===== src/rtl/lfsr_roller_pkg.sv =====
// Shared types and sizing helpers for the dice roller.
// The timer width covers the longest interval of a roll without overflow.
package lfsr_roller_pkg;

    typedef enum logic {
        S_IDLE,
        S_ROLL
    } state_t;

    function automatic int tmr_width(input int base_iv, input int n_steps, input int step_inc);
        return $clog2(base_iv + (n_steps - 1) * step_inc + 1);
    endfunction

endpackage


===== src/rtl/galois_lfsr.sv =====
// Galois LFSR with seed load and single-step advance; a zero seed becomes 1.
// One-cycle update; load beats advance, no backpressure.
module galois_lfsr
    import lfsr_roller_pkg::*;
#(
    parameter int                LFSR_W = 16,
    parameter logic [LFSR_W-1:0] TAPS   = 16'hB400
) (
    input  logic              i_clk,
    input  logic              i_rst,
    input  logic              i_load,
    input  logic [LFSR_W-1:0] i_seed,
    input  logic              i_adv,
    output logic [LFSR_W-1:0] o_state
);

    logic [LFSR_W-1:0] state_q;
    logic [LFSR_W-1:0] next_w;

    assign next_w  = {1'b0, state_q[LFSR_W-1:1]} ^ (state_q[0] ? TAPS : '0);
    assign o_state = state_q;

    always_ff @(posedge i_clk) begin
        if (i_rst) begin
            state_q <= LFSR_W'(1);
        end else if (i_load) begin
            // All-zeros is the lock-up state of an XOR LFSR
            state_q <= (i_seed == '0) ? LFSR_W'(1) : i_seed;
        end else if (i_adv) begin
            state_q <= next_w;
        end
    end

endmodule


===== src/rtl/lfsr_roller.sv =====
// Decelerating dice roller: N_STEPS LFSR updates at growing intervals after each start.
// Output and pulses are registered on the update edge; start/stop are single-cycle pulses, no backpressure.
module lfsr_roller
    import lfsr_roller_pkg::*;
#(
    parameter int                LFSR_W        = 16,
    parameter logic [LFSR_W-1:0] TAPS          = 16'hB400,
    parameter int                OUT_W         = 4,
    parameter int                N_STEPS       = 16,
    parameter int                BASE_INTERVAL = 1_000_000,
    parameter int                STEP_INC      = 500_000
) (
    input  logic             i_clk,
    input  logic             i_rst,
    input  logic             i_start,
    input  logic             i_stop,
    output logic [OUT_W-1:0] o_random_out,
    output logic             o_step,
    output logic             o_busy,
    output logic             o_done
);

    localparam int TMR_W  = tmr_width(BASE_INTERVAL, N_STEPS, STEP_INC);
    localparam int STEP_W = $clog2(N_STEPS + 1);

    localparam logic [TMR_W-1:0]  BASE_V = TMR_W'(BASE_INTERVAL);
    localparam logic [TMR_W-1:0]  INC_V  = TMR_W'(STEP_INC);
    localparam logic [TMR_W-1:0]  ONE_T  = TMR_W'(1);
    localparam logic [STEP_W-1:0] LAST_V = STEP_W'(N_STEPS - 1);
    localparam logic [STEP_W-1:0] ONE_S  = STEP_W'(1);

    state_t            state_q, state_d;
    logic [LFSR_W-1:0] seed_cnt_q;
    logic [LFSR_W-1:0] lfsr_state;
    logic [LFSR_W-1:0] lfsr_next;
    logic [TMR_W-1:0]  tmr_q;
    logic [TMR_W-1:0]  intv_q;
    logic [TMR_W-1:0]  intv_nxt;
    logic [STEP_W-1:0] step_cnt_q;
    logic [OUT_W-1:0]  rnd_q;
    logic              step_q;
    logic              done_q;
    logic              do_load;
    logic              do_adv;
    logic              last_step;

    galois_lfsr #(
        .LFSR_W (LFSR_W),
        .TAPS   (TAPS)
    ) u_lfsr (
        .i_clk   (i_clk),
        .i_rst   (i_rst),
        .i_load  (do_load),
        .i_seed  (seed_cnt_q),
        .i_adv   (do_adv),
        .o_state (lfsr_state)
    );

    // Same advance as the LFSR so the display updates on the same edge
    assign lfsr_next = {1'b0, lfsr_state[LFSR_W-1:1]} ^ (lfsr_state[0] ? TAPS : '0);
    assign intv_nxt  = intv_q + INC_V;

    generate
        if (OUT_W < LFSR_W) begin : g_unused
            logic unused_hi;
            assign unused_hi = ^lfsr_next[LFSR_W-1:OUT_W];
        end
    endgenerate

    always_ff @(posedge i_clk) begin
        if (i_rst) begin
            state_q <= S_IDLE;
        end else begin
            state_q <= state_d;
        end
    end

    always_comb begin
        state_d   = state_q;
        do_load   = 1'b0;
        do_adv    = 1'b0;
        last_step = 1'b0;
        case (state_q)
            S_IDLE: begin
                if (i_start) begin
                    do_load = 1'b1;
                    state_d = S_ROLL;
                end
            end
            S_ROLL: begin
                if (i_start) begin
                    do_load = 1'b1;
                end else if (i_stop) begin
                    state_d = S_IDLE;
                end else if (tmr_q == '0) begin
                    do_adv = 1'b1;
                    if (step_cnt_q == LAST_V) begin
                        last_step = 1'b1;
                        state_d   = S_IDLE;
                    end
                end
            end
            default: state_d = S_IDLE;
        endcase
    end

    always_ff @(posedge i_clk) begin
        if (i_rst) begin
            seed_cnt_q <= '0;
            tmr_q      <= '0;
            intv_q     <= '0;
            step_cnt_q <= '0;
            rnd_q      <= '0;
            step_q     <= 1'b0;
            done_q     <= 1'b0;
        end else begin
            seed_cnt_q <= seed_cnt_q + LFSR_W'(1);
            step_q     <= do_adv;
            done_q     <= last_step;
            if (do_load) begin
                step_cnt_q <= '0;
                intv_q     <= BASE_V;
                tmr_q      <= BASE_V - ONE_T;
            end else if (do_adv) begin
                rnd_q      <= lfsr_next[OUT_W-1:0];
                step_cnt_q <= step_cnt_q + ONE_S;
                // The interval past the final update is never needed and could overflow
                if (!last_step) begin
                    intv_q <= intv_nxt;
                    tmr_q  <= intv_nxt - ONE_T;
                end
            end else if (state_q == S_ROLL && tmr_q != '0) begin
                tmr_q <= tmr_q - ONE_T;
            end
        end
    end

    assign o_random_out = rnd_q;
    assign o_step       = step_q;
    assign o_busy       = (state_q == S_ROLL);
    assign o_done       = done_q;

endmodule


===== config.mk =====
export PLATFORM = sky130hd
export DESIGN_NAME = lfsr_roller
export DESIGN_NICKNAME = d
export VERILOG_FILES = /design/src/rtl/lfsr_roller_pkg.sv /design/src/rtl/galois_lfsr.sv /design/src/rtl/lfsr_roller.sv
export SDC_FILE = /design/constraint.sdc
export NUM_CORES = 1
export LEC_CHECK = 0
export ABC_AREA = 1
export CORE_MARGIN = 5
export CORE_UTILIZATION = 42
export DETAILED_ROUTE_END_ITERATION = 10
export MAX_ROUTING_LAYER = met4
export SLEW_MARGIN = 30
export SYNTH_ARGS = -nofsm -noshare
export SYNTH_HDL_FRONTEND = slang
export SYNTH_SLANG_ARGS = --single-unit

===== constraint.sdc =====
create_clock -name i_clk -period 7.3 [get_ports i_clk]
set_input_delay 2.19 -clock i_clk [delete_from_list [all_inputs] [get_ports i_clk]]
set_output_delay 2.19 -clock i_clk [all_outputs]
set_load 0.05 [all_outputs]

# After elaboration in Yosys (flattened, before gate mapping)
# Cells that the tools add are included.
dict set report totals {
  word_cells 63
  reg_bits 92
  input_bits 4
  out_inout_bits 7
}
dict set report op_classes {
  reduce_logical 13
  add_sub_neg 5
  bitwise 4
  muxes 26
  eq_ne 4
}
# op n
set op_table {}
lappend op_table {{2-to-1 mux 20 bit} 4}
lappend op_table {{2-to-1 mux 24 bit} 3}
lappend op_table {{2-to-1 mux 16 bit} 4}
lappend op_table {{subtractor 24 x 1 -> 24 bit (second input constant)} 2}
lappend op_table {{adder 24 x 19 -> 24 bit (second input constant)} 1}
lappend op_table {{logical NOT 24 bit} 1}
lappend op_table {{nonzero test 24 bit} 1}
lappend op_table {{adder 16 x 1 -> 16 bit (second input constant)} 1}
lappend op_table {{logical NOT 16 bit} 1}
lappend op_table {{bitwise XOR 15 x 16 -> 16 bit} 1}
lappend op_table {{2-to-1 mux 1 bit} 14}
lappend op_table {{AND reduction 2 bit} 5}
lappend op_table {{adder 5 x 1 -> 5 bit (second input constant)} 1}
lappend op_table {{== test 5 x 4 -> 1 bit (second input constant)} 1}
lappend op_table {{inequality test 2 bit (second input constant)} 2}
lappend op_table {{nonzero test 2 bit} 2}
lappend op_table {{inequality test 3 bit (second input constant)} 1}
lappend op_table {{NOT 1 bit} 3}
lappend op_table {{nonzero test 3 bit} 1}
lappend op_table {{case mux 1 bit (2 select lines)} 1}
lappend op_table {{OR reduction 2 bit} 1}
lappend op_table {{logical AND 1 bit} 1}

# Longest topological paths before layout
dict set report logic_depth {
  word_depth 9
  depth_mapped 18
}

# Hierarchy
# Synthesis repeated with hierarchy kept, for this count alone.
dict set report hier_totals {
  hier_cells 740
  hier_area_um2 4892.2
}
# module cells_each area_each_um2 seq_area_each_um2 n_inst
set by_module_without_submodules {}
lappend by_module_without_submodules {lfsr_roller 618 4037.6 1421.4 1}
lappend by_module_without_submodules {galois_lfsr 122 854.6 320.3 1}

# Least setup slack after synthesis
# Ideal clock, no wire load.
dict set report synth_timing {
  kind {input port to flip-flop}
  startpoint {input port i_start}
  endpoint {register tmr_q[20]}
  arrival_ns 3.704
  setup_ns 0.117
  path_buffers 2
  slack_ns 3.479
  required_time_ns 7.183
  path_stages 14
  path_cell_list {buf_2 nor3_2 inv_1 nor2_4 buf_6 nand2_2 nand2_2 nand4_2 nor2_8 nand3_1 nand2_1 nand2_1 nor2_1 nor2_1}
}
dict set report synth_between {
  elab_chain_len 4
  word_cells_on_any_way 10
  cone_classes {1 x eq/ne; 6 x mux; 3 x reduce/logical}
}
# element line
set synth_lines {}
lappend synth_lines {{from (decl)} lfsr_roller.sv:15} ;# input logic i_start,
lappend synth_lines {{2-to-1 mux 1 bit} lfsr_roller.sv:91} ;# if (i_start) begin
lappend synth_lines {{2-to-1 mux 1 bit} lfsr_roller.sv:83} ;# case (state_q)
lappend synth_lines {{inequality test 2 bit (no source line) or nonzero test 2 bit (tied branches)} n/a}
lappend synth_lines {{AND reduction 2 bit (no source line)} n/a}
lappend synth_lines {{to (signal assigned)} lfsr_roller.sv:123} ;# tmr_q <= BASE_V - ONE_T;
lappend synth_lines {{to (signal assigned)} lfsr_roller.sv:130} ;# tmr_q <= intv_nxt - ONE_T;
lappend synth_lines {{to (signal assigned)} lfsr_roller.sv:133} ;# tmr_q <= tmr_q - ONE_T;
lappend synth_lines {{to (decl)} lfsr_roller.sv:36} ;# logic [TMR_W-1:0] tmr_q;
# Parallel ways exist; a longest one is shown, timed or not.
# A chain may end at the register's enable or synchronous reset.

# Worst setup path in the final report
dict set report layout_timing {
  startpoint {input port i_start}
  endpoint {register tmr_q[16]}
}
dict set report layout_between {
  elab_chain_len 4
  word_cells_on_any_way 10
  cone_classes {1 x eq/ne; 7 x mux; 2 x reduce/logical}
}
# element line
set layout_lines {}
lappend layout_lines {{2-to-1 mux 1 bit} lfsr_roller.sv:91}
lappend layout_lines {{2-to-1 mux 1 bit} lfsr_roller.sv:83}
lappend layout_lines {{inequality test 3 bit (no source line), or another cell as far along} n/a}
lappend layout_lines {{AND reduction 2 bit (no source line) or 2-to-1 mux 20 bit (tied branches)} n/a}
# Parallel ways exist; a longest one is shown, timed or not.

==> metrics.txt <==
Slew HR=0.427; layout cells sized above 1=0.0760; DRC viols=0; Setup Fix Bufs, Post-CTS=0; initial antenna violation count=0; gpl congestion=0.874; Hold Crit Class=flip-flop to flip-flop; antenna diode instance count=0; cts bufs inserted=9; count leader, synth=nand2_1; Leakage Power=2.24 nW; largest net degree at the start of global routing=34; Post-DP HPWL=8440 um; fin nets=741; number of flops mapped to enable cells by yosys=0; post-synthesis cell area=0.00479 mm^2; drt total wl=11700 um; Seq. cell area=0.00174 mm^2; clk slew on worst S/H paths=0.06 ns; synthesized area per cell=6.55 um^2; Main synth FF type=dfxtp_1; Clock Path Buffers=2; distinct cell type count after synthesis=38; Clock Latency Late Sink=0.35 ns; Max Cap Viol=0; Routed WL per cell=13.2 um; first-pass GRT wire length=20100 um; CTS Sinks=87; pins over their slew limit=0; Setup CP Type=input pin to flip-flop; Multi-input gate area=0.00254 mm^2; post-CTS sizing=0; router iterations before antenna repair=6; routed vias=4514; Initial DRC Count=238; endpoints failing setup=0; Syn. warnings=0; Final min period=5.18 ns; die area=0.0136 mm^2; HP Start=o_random_out[3]; Crit path arrival time=5.43 ns; FFs w/ async S/R, synth=0; RSZ-0062 raised after global routing=no; total power=1.08 mW; TritonCTS clock tree=yes; sequential fraction of the synthesis area=0.364; worst-margin pin slew=0.858 ns; CP max FO=29; CP Launch Point=i_start; origin of the critical flop-to-flop path=tmr_q[12]; clock root buffer master=clkbuf_16; routed vias/inst=5.13; total gr overflow=0; startpoint types=input pin; Fmax=0.193 GHz; largest area contributor in the netlist=dfxtp_1; Die Ht=117 um; Setup Total Neg Slack=0 ns; number of port buffers=10; Worst VDD drop=0.218 mV; Row Count=39; starting density of the core=0.423; GRT Overall Usage=0.194; syn nets=740; Core ar.=0.0113 mm^2; top post-synthesis cells by area=dfxtp_1, nand2_1, inv_1; commonest cells in the netlist=nand2_1, inv_1, dfxtp_1; top cell type's share of synthesized area=0.364; Die X=117 um; Final period util=0.709; Fill cells=1182; worst clock skew=0.00353 ns; Final Hold Vio Count=0; vias in the first global route=4318; status=finished clean; H-tree Lvls=3; Routed Antenna Nets=0; hold buffer count at cts=0; # IOs=11; pwr/cell area=204 mW/mm^2; WP data required=7.55 ns; Cells after Synth=731; kind of end point of the critical path=flip-flop; area grow syn2layout=9.95%; synthesized flop and latch total=87
## final timing paths
path	slack [ns]	cells after the start	endpoint
worst max-delay path	2.12	14	tmr_q[16]
worst min-delay path	0.47	2	o_random_out[3]
worst max register to register	4.03	14	tmr_q[16]
worst min register to register	0.47	2	o_random_out[3]
## cells in the final DEF (no fill, tap or decap), types with 2 or more instances in the layout
| master | instances |
|---|---|
| o211ai_1 | 6 |
| a211oi_1 | 7 |
| nor3_1 | 15 |
| nor2_1 | 86 |
| nor4_1 | 2 |
| nor2_2 | 8 |
| clkbuf_16 | 9 |
| nand4_1 | 12 |
| clkinvlp_4 | 2 |
| clkdlybuf4s50_1 | 10 |
| o21ai_0 | 57 |
| nand2_1 | 168 |
| nor2_4 | 2 |
| dfxtp_1 | 87 |
| nand3_1 | 46 |
| nand3_4 | 2 |
| inv_1 | 98 |
| ha_1 | 5 |
| nand3b_1 | 2 |
| xor2_1 | 6 |
| nand2_2 | 11 |
| or2_2 | 3 |
| clkinv_4 | 2 |
| a21oi_1 | 38 |
| inv_2 | 5 |
| a31oi_1 | 21 |
| buf_4 | 6 |
| o21ai_1 | 2 |
| o21bai_1 | 4 |
| xnor2_1 | 4 |
## routing by layer
metal,track usage,wire length (um),vias up
met5,-,0,-
met4,0.0856,358,0
met3,0.0427,437,24
met2,0.319,5620,80
met1,0.227,5240,2042
li1,-,-,2368
## cell families (layout without fill, tap and decap cells)
group                      Yosys count  in the layout  share of synthesized area
AOI/OAI and AO/OA                  139            139                      0.162
adders and majority gates            5              5                     0.0131
buffers and inverters              129            135                      0.106
xor gates and xnor gates            10             10                     0.0183
and+or+nand+nor                    361            361                      0.336
DFF                                 87             87                      0.364
## report_power, final
part / internal [mW] / switching (mW)
registers: 0.492 / 0.0165
logic: 0.0445 / 0.0887
clock network: 0.232 / 0.202
## stage by stage
step | util | hold WS [ns] | worst slack [ns] | area (um^2) | std cells
after global placement | 0.441 | 0.453 | 1.87 | 4990 | 864
after global routing | 0.465 | 0.485 | 1.68 | 5270 | 880
after floorplan | - | 0.430 | 3.48 | 4790 | 731
after CTS | 0.465 | 0.469 | 2.13 | 5270 | 880
final | 0.465 | 0.467 | 2.12 | 5270 | 880
after detailed placement | 0.441 | 0.458 | 1.75 | 4990 | 864
## sequential cells by signal (all words and copies together), names as in the netlist, 4 cells and up
register,count
tmr_q,24
intv_q,19
seed_cnt_q,16
u_lfsr.o_state,16
step_cnt_q,5
o_random_out,4
## layout make-up
cell class	instances	share of cell area
Clock buffer	10	0.0435
Clock inverter	6	0.00879
Inverter	103	0.0734
Multi-Input combinational cell	515	0.482
Sequential cell	87	0.331
Tap cell	143	0.0340
Timing Repair Buffer	16	0.0276
## worst max-delay path: stages
cell and delay (ns):
clkdlybuf4s50_1 0.40, buf_4 0.20, nor3_2 0.27, inv_1 0.12, nor2_4 0.60, nor2_2 0.22, inv_2 0.22, nand2_1 0.30
nand2_1 0.37, nand2_1 0.13, inv_2 0.17, nand3_1 0.09, nand3_1 0.07, inv_1 0.05
(Power assumes the default switching activity.)
